`src/rtl/moa_apx_sched.sv`:
```
// Multi-operand accumulator controller: folds operand pairs through approximate 4:2 compressors into a
// carry-save accumulator, then resolves the frame sum. Optional approximation-event counter: APX_ERR_CNT_EN.
module moa_apx_sched #(
   parameter int unsigned W     = 16,
   parameter int unsigned ACC_W = 24,
   parameter int unsigned CNT_W = 8
) (
   input  logic             clk,
   input  logic             rst_n,
   input  logic             in_valid,
   output logic             in_ready,
   input  logic [W-1:0]     in_data,
   input  logic             in_last,
   output logic             out_valid,
   input  logic             out_ready,
   output logic [ACC_W-1:0] out_data,
   output logic [CNT_W-1:0] out_err_cnt,
   output logic             busy
);

   typedef enum logic [2:0] {
      S_FILL_A   = 3'd0,
      S_FILL_B   = 3'd1,
      S_COMPRESS = 3'd2,
      S_RESOLVE  = 3'd3,
      S_DONE     = 3'd4
   } state_e;

   state_e             state_q, state_d;
   logic [ACC_W-1:0]   a_q, a_d, b_q, b_d;
   logic [ACC_W-1:0]   acc_s_q, acc_s_d, acc_c_q, acc_c_d;
   logic [ACC_W-1:0]   out_data_q, out_data_d;
   logic               last_q, last_d, open_q, open_d, out_valid_q, out_valid_d;
   logic [ACC_W-1:0]   sum_v;
   logic [ACC_W-2:0]   carry_v;
   logic               accept;

   assign in_ready  = (state_q == S_FILL_A) | (state_q == S_FILL_B);
   assign busy      = (state_q != S_FILL_A) | open_q;
   assign out_valid = out_valid_q;
   assign out_data  = out_data_q;
   assign accept    = in_valid & in_ready;

   // Approximate 4:2 column: four ones give sum=1, carry=1 (one short of the exact 4).
   always_comb begin
      sum_v   = '0;
      carry_v = '0;
      for (int i = 0; i < ACC_W; i++) begin
         sum_v[i] = (acc_s_q[i] ^ acc_c_q[i] ^ a_q[i] ^ b_q[i]) |
                    (acc_s_q[i] & acc_c_q[i] & a_q[i] & b_q[i]);
      end
      for (int i = 0; i < ACC_W - 1; i++) begin
         carry_v[i] = (acc_s_q[i] & acc_c_q[i]) | (acc_s_q[i] & a_q[i]) | (acc_s_q[i] & b_q[i]) |
                      (acc_c_q[i] & a_q[i])     | (acc_c_q[i] & b_q[i]) | (a_q[i] & b_q[i]);
      end
   end

   always_comb begin
      state_d     = state_q;
      a_d         = a_q;
      b_d         = b_q;
      last_d      = last_q;
      open_d      = open_q;
      acc_s_d     = acc_s_q;
      acc_c_d     = acc_c_q;
      out_data_d  = out_data_q;
      out_valid_d = out_valid_q;
      case (state_q)
         S_FILL_A: begin
            if (accept) begin
               a_d    = ACC_W'(in_data);
               open_d = 1'b1;
               if (in_last) begin
                  b_d     = '0;
                  last_d  = 1'b1;
                  state_d = S_COMPRESS;
               end else begin
                  state_d = S_FILL_B;
               end
            end
         end
         S_FILL_B: begin
            if (accept) begin
               b_d     = ACC_W'(in_data);
               last_d  = in_last;
               open_d  = 1'b1;
               state_d = S_COMPRESS;
            end
         end
         S_COMPRESS: begin
            acc_s_d = sum_v;
            acc_c_d = {carry_v, 1'b0};
            state_d = last_q ? S_RESOLVE : S_FILL_A;
         end
         S_RESOLVE: begin
            out_data_d  = acc_s_q + acc_c_q;
            out_valid_d = 1'b1;
            state_d     = S_DONE;
         end
         S_DONE: begin
            if (out_ready) begin
               out_valid_d = 1'b0;
               acc_s_d     = '0;
               acc_c_d     = '0;
               last_d      = 1'b0;
               open_d      = 1'b0;
               state_d     = S_FILL_A;
            end
         end
         default: state_d = S_FILL_A;
      endcase
   end

   always_ff @(posedge clk) begin
      if (!rst_n) begin
         state_q     <= S_FILL_A;
         a_q         <= '0;
         b_q         <= '0;
         last_q      <= 1'b0;
         open_q      <= 1'b0;
         acc_s_q     <= '0;
         acc_c_q     <= '0;
         out_data_q  <= '0;
         out_valid_q <= 1'b0;
      end else begin
         state_q     <= state_d;
         a_q         <= a_d;
         b_q         <= b_d;
         last_q      <= last_d;
         open_q      <= open_d;
         acc_s_q     <= acc_s_d;
         acc_c_q     <= acc_c_d;
         out_data_q  <= out_data_d;
         out_valid_q <= out_valid_d;
      end
   end

`ifdef APX_ERR_CNT_EN
   localparam int unsigned ERR_W = $clog2(ACC_W + 1);
   localparam int unsigned SUM_W = ((CNT_W > ERR_W) ? CNT_W : ERR_W) + 1;
   localparam logic [CNT_W-1:0] CNT_MAX = '1;

   logic [ERR_W-1:0] err_pop;
   logic [SUM_W-1:0] cnt_sum;
   logic [CNT_W-1:0] cnt_q, cnt_d, out_err_q, out_err_d;

   assign out_err_cnt = out_err_q;

   // Count columns where all four inputs are set in this compress step.
   always_comb begin
      err_pop = '0;
      for (int i = 0; i < ACC_W; i++) begin
         err_pop = err_pop + ERR_W'(acc_s_q[i] & acc_c_q[i] & a_q[i] & b_q[i]);
      end
   end

   always_comb begin
      cnt_sum   = SUM_W'(cnt_q) + SUM_W'(err_pop);
      cnt_d     = cnt_q;
      out_err_d = out_err_q;
      case (state_q)
         S_COMPRESS: cnt_d = (cnt_sum > SUM_W'(CNT_MAX)) ? CNT_MAX : CNT_W'(cnt_sum);
         S_RESOLVE:  out_err_d = cnt_q;
         S_DONE: begin
            if (out_ready) begin
               cnt_d     = '0;
               out_err_d = '0;
            end
         end
         default: ;
      endcase
   end

   always_ff @(posedge clk) begin
      if (!rst_n) begin
         cnt_q     <= '0;
         out_err_q <= '0;
      end else begin
         cnt_q     <= cnt_d;
         out_err_q <= out_err_d;
      end
   end
`else
   assign out_err_cnt = '0;
`endif

endmodule

```
`config.mk`:
```
export PLATFORM = sky130hd
export DESIGN_NAME = moa_apx_sched
export DESIGN_NICKNAME = d
export VERILOG_FILES = /design/src/rtl/moa_apx_sched.sv
export SDC_FILE = /design/constraint.sdc
export NUM_CORES = 1
export LEC_CHECK = 0
export CAP_MARGIN = 20
export CORE_ASPECT_RATIO = 0.9
export CORE_MARGIN = 10
export CORE_UTILIZATION = 50
export CTS_BUF_LIST = sky130_fd_sc_hd__clkbuf_8
export DETAILED_ROUTE_END_ITERATION = 12
export PLACE_DENSITY = 0.71
export RECOVER_POWER = 100
export SYNTH_ARGS = -nofsm -noshare
export SYNTH_HDL_FRONTEND = slang
export SYNTH_SLANG_ARGS = --single-unit
```
`constraint.sdc`:
```
create_clock -name clk -period 4.9 [get_ports clk]
set_input_delay 1.47 -clock clk [delete_from_list [all_inputs] [get_ports clk]]
set_output_delay 1.47 -clock clk [all_outputs]
set_load 0.02 [all_outputs]
```
==> impl_metrics.tcl <==
set metrics [dict create \
    synth_compound_area_frac 0.248 \
    ys.flop_type "sky130_fd_sc_hd__dfxtp_1" \
    yosys.area_share.simple 0.219 \
    dp_hpwl_um 10300 \
    start_util 0.509 \
    hold_depth 2 \
    num_rows 38 \
    worst-r2r-cell-count 7 \
    crit-reg2reg-capture "acc_s_q[9]" \
    place_inst 906 \
    detailedRoute.firstPassIterationCount 5 \
    cts_hold_buffers 0 \
    placement.cell_area_um2 6570 \
    finish.net_count 803 \
    worst_reg2reg_startpoint "state_q[0]" \
    failed_checks "capacitance limit, slew limit" \
    highest_fanout_seen_on_the_critical_path 31 \
    chipHeight_um 125 \
    cts_setup_buffers 0 \
    finalHoldViolations 0 \
    numCtsBuffers 9 \
    clock_latency_ps 400 \
    synth_adder_area_share 0.0517 \
    detailedRoute.firstIterationViolations 470 \
    routedWlPerCell_um 16.6 \
    ctsResizeCount 0 \
    tritoncts "done" \
    cts_sinks 109 \
    synthMuxAreaShare 0.0281 \
    placeableCoreArea_um2 12000 \
    globalRouteTotalUtil 0.176 \
    grt-ovfl-total 0 \
    worst_slew_margin_rel -0.198 \
    syn-instance-count 743 \
    cp_endpoint_kind "register" \
    ctsHtreeMaxLevel 3 \
    p_per_area_nw_per_um2 256 \
    tightest_slew_ps 1800 \
    ys_types 66 \
    synthToLayoutAreaGrowth_pct 11.6 \
    period_share 0.788 \
    cp.arrival_ps 4190 \
    non_filler_instances 922 \
    timing.final.crit_period_ps 3860 \
    worst-endpoint-required_ps 5230 \
    timing.final.setup_violations 0 \
    worstSetupStartpointType "input port" \
    dieWidth_um 136 \
    fin_skew_ps 11.5 \
    setup.worst_path.class "in -> reg" \
    grt_max_degree 67 \
    post-route-drc-count 0 \
    post_synthesis_share_of_cell_area_spent_on_xor_and_xnor_gates 0.0402 \
    grt_pass1_wl_um 24600 \
    post_synthesis_mean_instance_area_um2 8.20 \
    total_of_buffers_placed_on_input_and_output_ports 47 \
    maxCapViolCount 2 \
    status "complete, but fails checks" \
    clock_tree.buffer_depth 2 \
    ff2ff_setup_slack_ps 1710 \
    synthesis.yosys.warnings 0 \
    routed_wirelength_um 15300 \
    synth_sequential_area_ratio 0.358 \
    ant_nets 0 \
    detail_route.vias_per_cell 5.88 \
    synth_top_family_by_area "compound AO/OA/AOI/OAI gates" \
    synth_seq_cells 109 \
    die_area_um2 17000 \
    cts_root_buf "sky130_fd_sc_hd__clkbuf_8" \
    power.ir.vdd_worst_mv 0.185 \
    synth-edff-count 0 \
    min-delay-path-class "reg -> reg" \
    design.portCount 56 \
    tns_ps 0 \
    post_synth_instance_area_um2 6090 \
    crit_path_end "acc_s_q[9]" \
    timing.critical_path.from "out_ready" \
    clk_pin_slew_worst_paths_ps 90 \
    grt_pass1_vias 4960 \
    finalInstanceArea_um2 6800 \
    final.hold.worst_slack_ps 467 \
    setup_ws_ps 1040 \
    rsz0062_at_grt "false" \
    gpl.final_weighted_congestion 0.890 \
    synth-async-reset-ratio 0 \
    diode_count 0 \
    leakage_nw 2.49 \
    dr_total_vias 5420 \
    initial_antenna_violation_count 0 \
    preCtsSetupSlack_ps 1700 \
    clock.fmax_ghz 0.259 \
    final-max-slew-violation-count 83 \
    post_route_cells_drive_above_1_share 0.0446 \
]
[cell type report]
cell class,instances,area [µm²]
clock buffers,9,124
repair buffers,55,520
clock inverters,6,105
well taps,160,200
flip-flops and latches,109,2180
multi-input cells,569,3620
inverters,14,52.6
fillers,1111,5180
[sequential cells by signal (all words and copies together), names as in the netlist]
| name | count |
|---|---|
| last_q | 1 |
| acc_c_q | 23 |
| open_q | 1 |
| state_q | 3 |
| acc_s_q | 24 |
| a_q | 16 |
| b_q | 16 |
| out_valid | 1 |
| out_data | 24 |
[power breakdown]
| part | total [W] | internal [W] | switching [W] |
|---|---|---|---|
| Combinational | 0.000172 | 0.0000684 | 0.000104 |
| Clock | 0.000643 | 0.000333 | 0.000309 |
| Sequential | 0.000928 | 0.000903 | 0.0000251 |
[through the flow]
stage          utilization  total power [W]
4_1_cts              0.568          0.00175
3_3_place_gp         0.549          0.00111
3_5_place_dp         0.549          0.00112
2_1_floorplan            -          0.00106
5_1_grt              0.568          0.00180
6_report             0.568          0.00174
[synthesized netlist by cell type (all sizes together) (20+ instances only)]
library cell	instances	area [µm²]
o21ai	36	180
nand2	102	393
ha	22	275
xnor2	23	201
nand3	33	165
a22oi	32	240
dfxtp	109	2180
a21boi	38	285
nor2	25	93.8
buf	21	136
a31oi	20	125
clkbuf	37	139
nor2b	48	300
a21oi	50	258
[layer usage]
layer	routed length (µm)	up-vias	GRT usage
li1	-	2656	-
met1	7170	2590	0.231
met2	6860	159	0.276
met3	1030	15	0.0464
met4	225	0	0.0501
met5	0	-	0
[layout by cell type (no fill, tap or decap), types with 17 or more instances in the layout]
cell                                n
sky130_fd_sc_hd__dlygate4sd3_1     29
sky130_fd_sc_hd__a31oi_1           20
sky130_fd_sc_hd__nand3_1           33
sky130_fd_sc_hd__ha_1              22
sky130_fd_sc_hd__nor2b_1           48
sky130_fd_sc_hd__a22oi_1           32
sky130_fd_sc_hd__a21boi_0          38
sky130_fd_sc_hd__nand2_1          100
sky130_fd_sc_hd__a21oi_1           48
sky130_fd_sc_hd__o21ai_0           35
sky130_fd_sc_hd__clkdlybuf4s50_1   17
sky130_fd_sc_hd__xnor2_1           23
sky130_fd_sc_hd__dfxtp_1          109
sky130_fd_sc_hd__nor2_1            25
[worst max-delay path, stage by stage]
cell and delay [ps]:
sky130_fd_sc_hd__dlygate4sd3_1 560, sky130_fd_sc_hd__nor2b_1 170, sky130_fd_sc_hd__nand3b_1 120, sky130_fd_sc_hd__and2_0 130
sky130_fd_sc_hd__clkbuf_1 1270, sky130_fd_sc_hd__a22oi_1 270, sky130_fd_sc_hd__nor2b_1 180
[cell families after synthesis]
group,Yosys count
adder cells (fa/ha/maj),24
AO/OA/AOI/OAI,228
XOR/XNOR,28
flip-flops,109
other,1
multiplexers,17
AND/OR/NAND/NOR,264
buffers and inverters,72
[worst min-delay path by stage]
stage	startpoint	to	slack [ps]
after floorplan	last_q	state_q[1]	460
after global placement	out_data[5]	out_data[5]	450
after detailed placement	out_data[6]	out_data[6]	460
final	out_data[5]	out_data[5]	470
after CTS	out_data[6]	out_data[6]	480
after global routing	out_data[6]	out_data[6]	500
No activity file was read; power rests on OpenSTA's default activity.
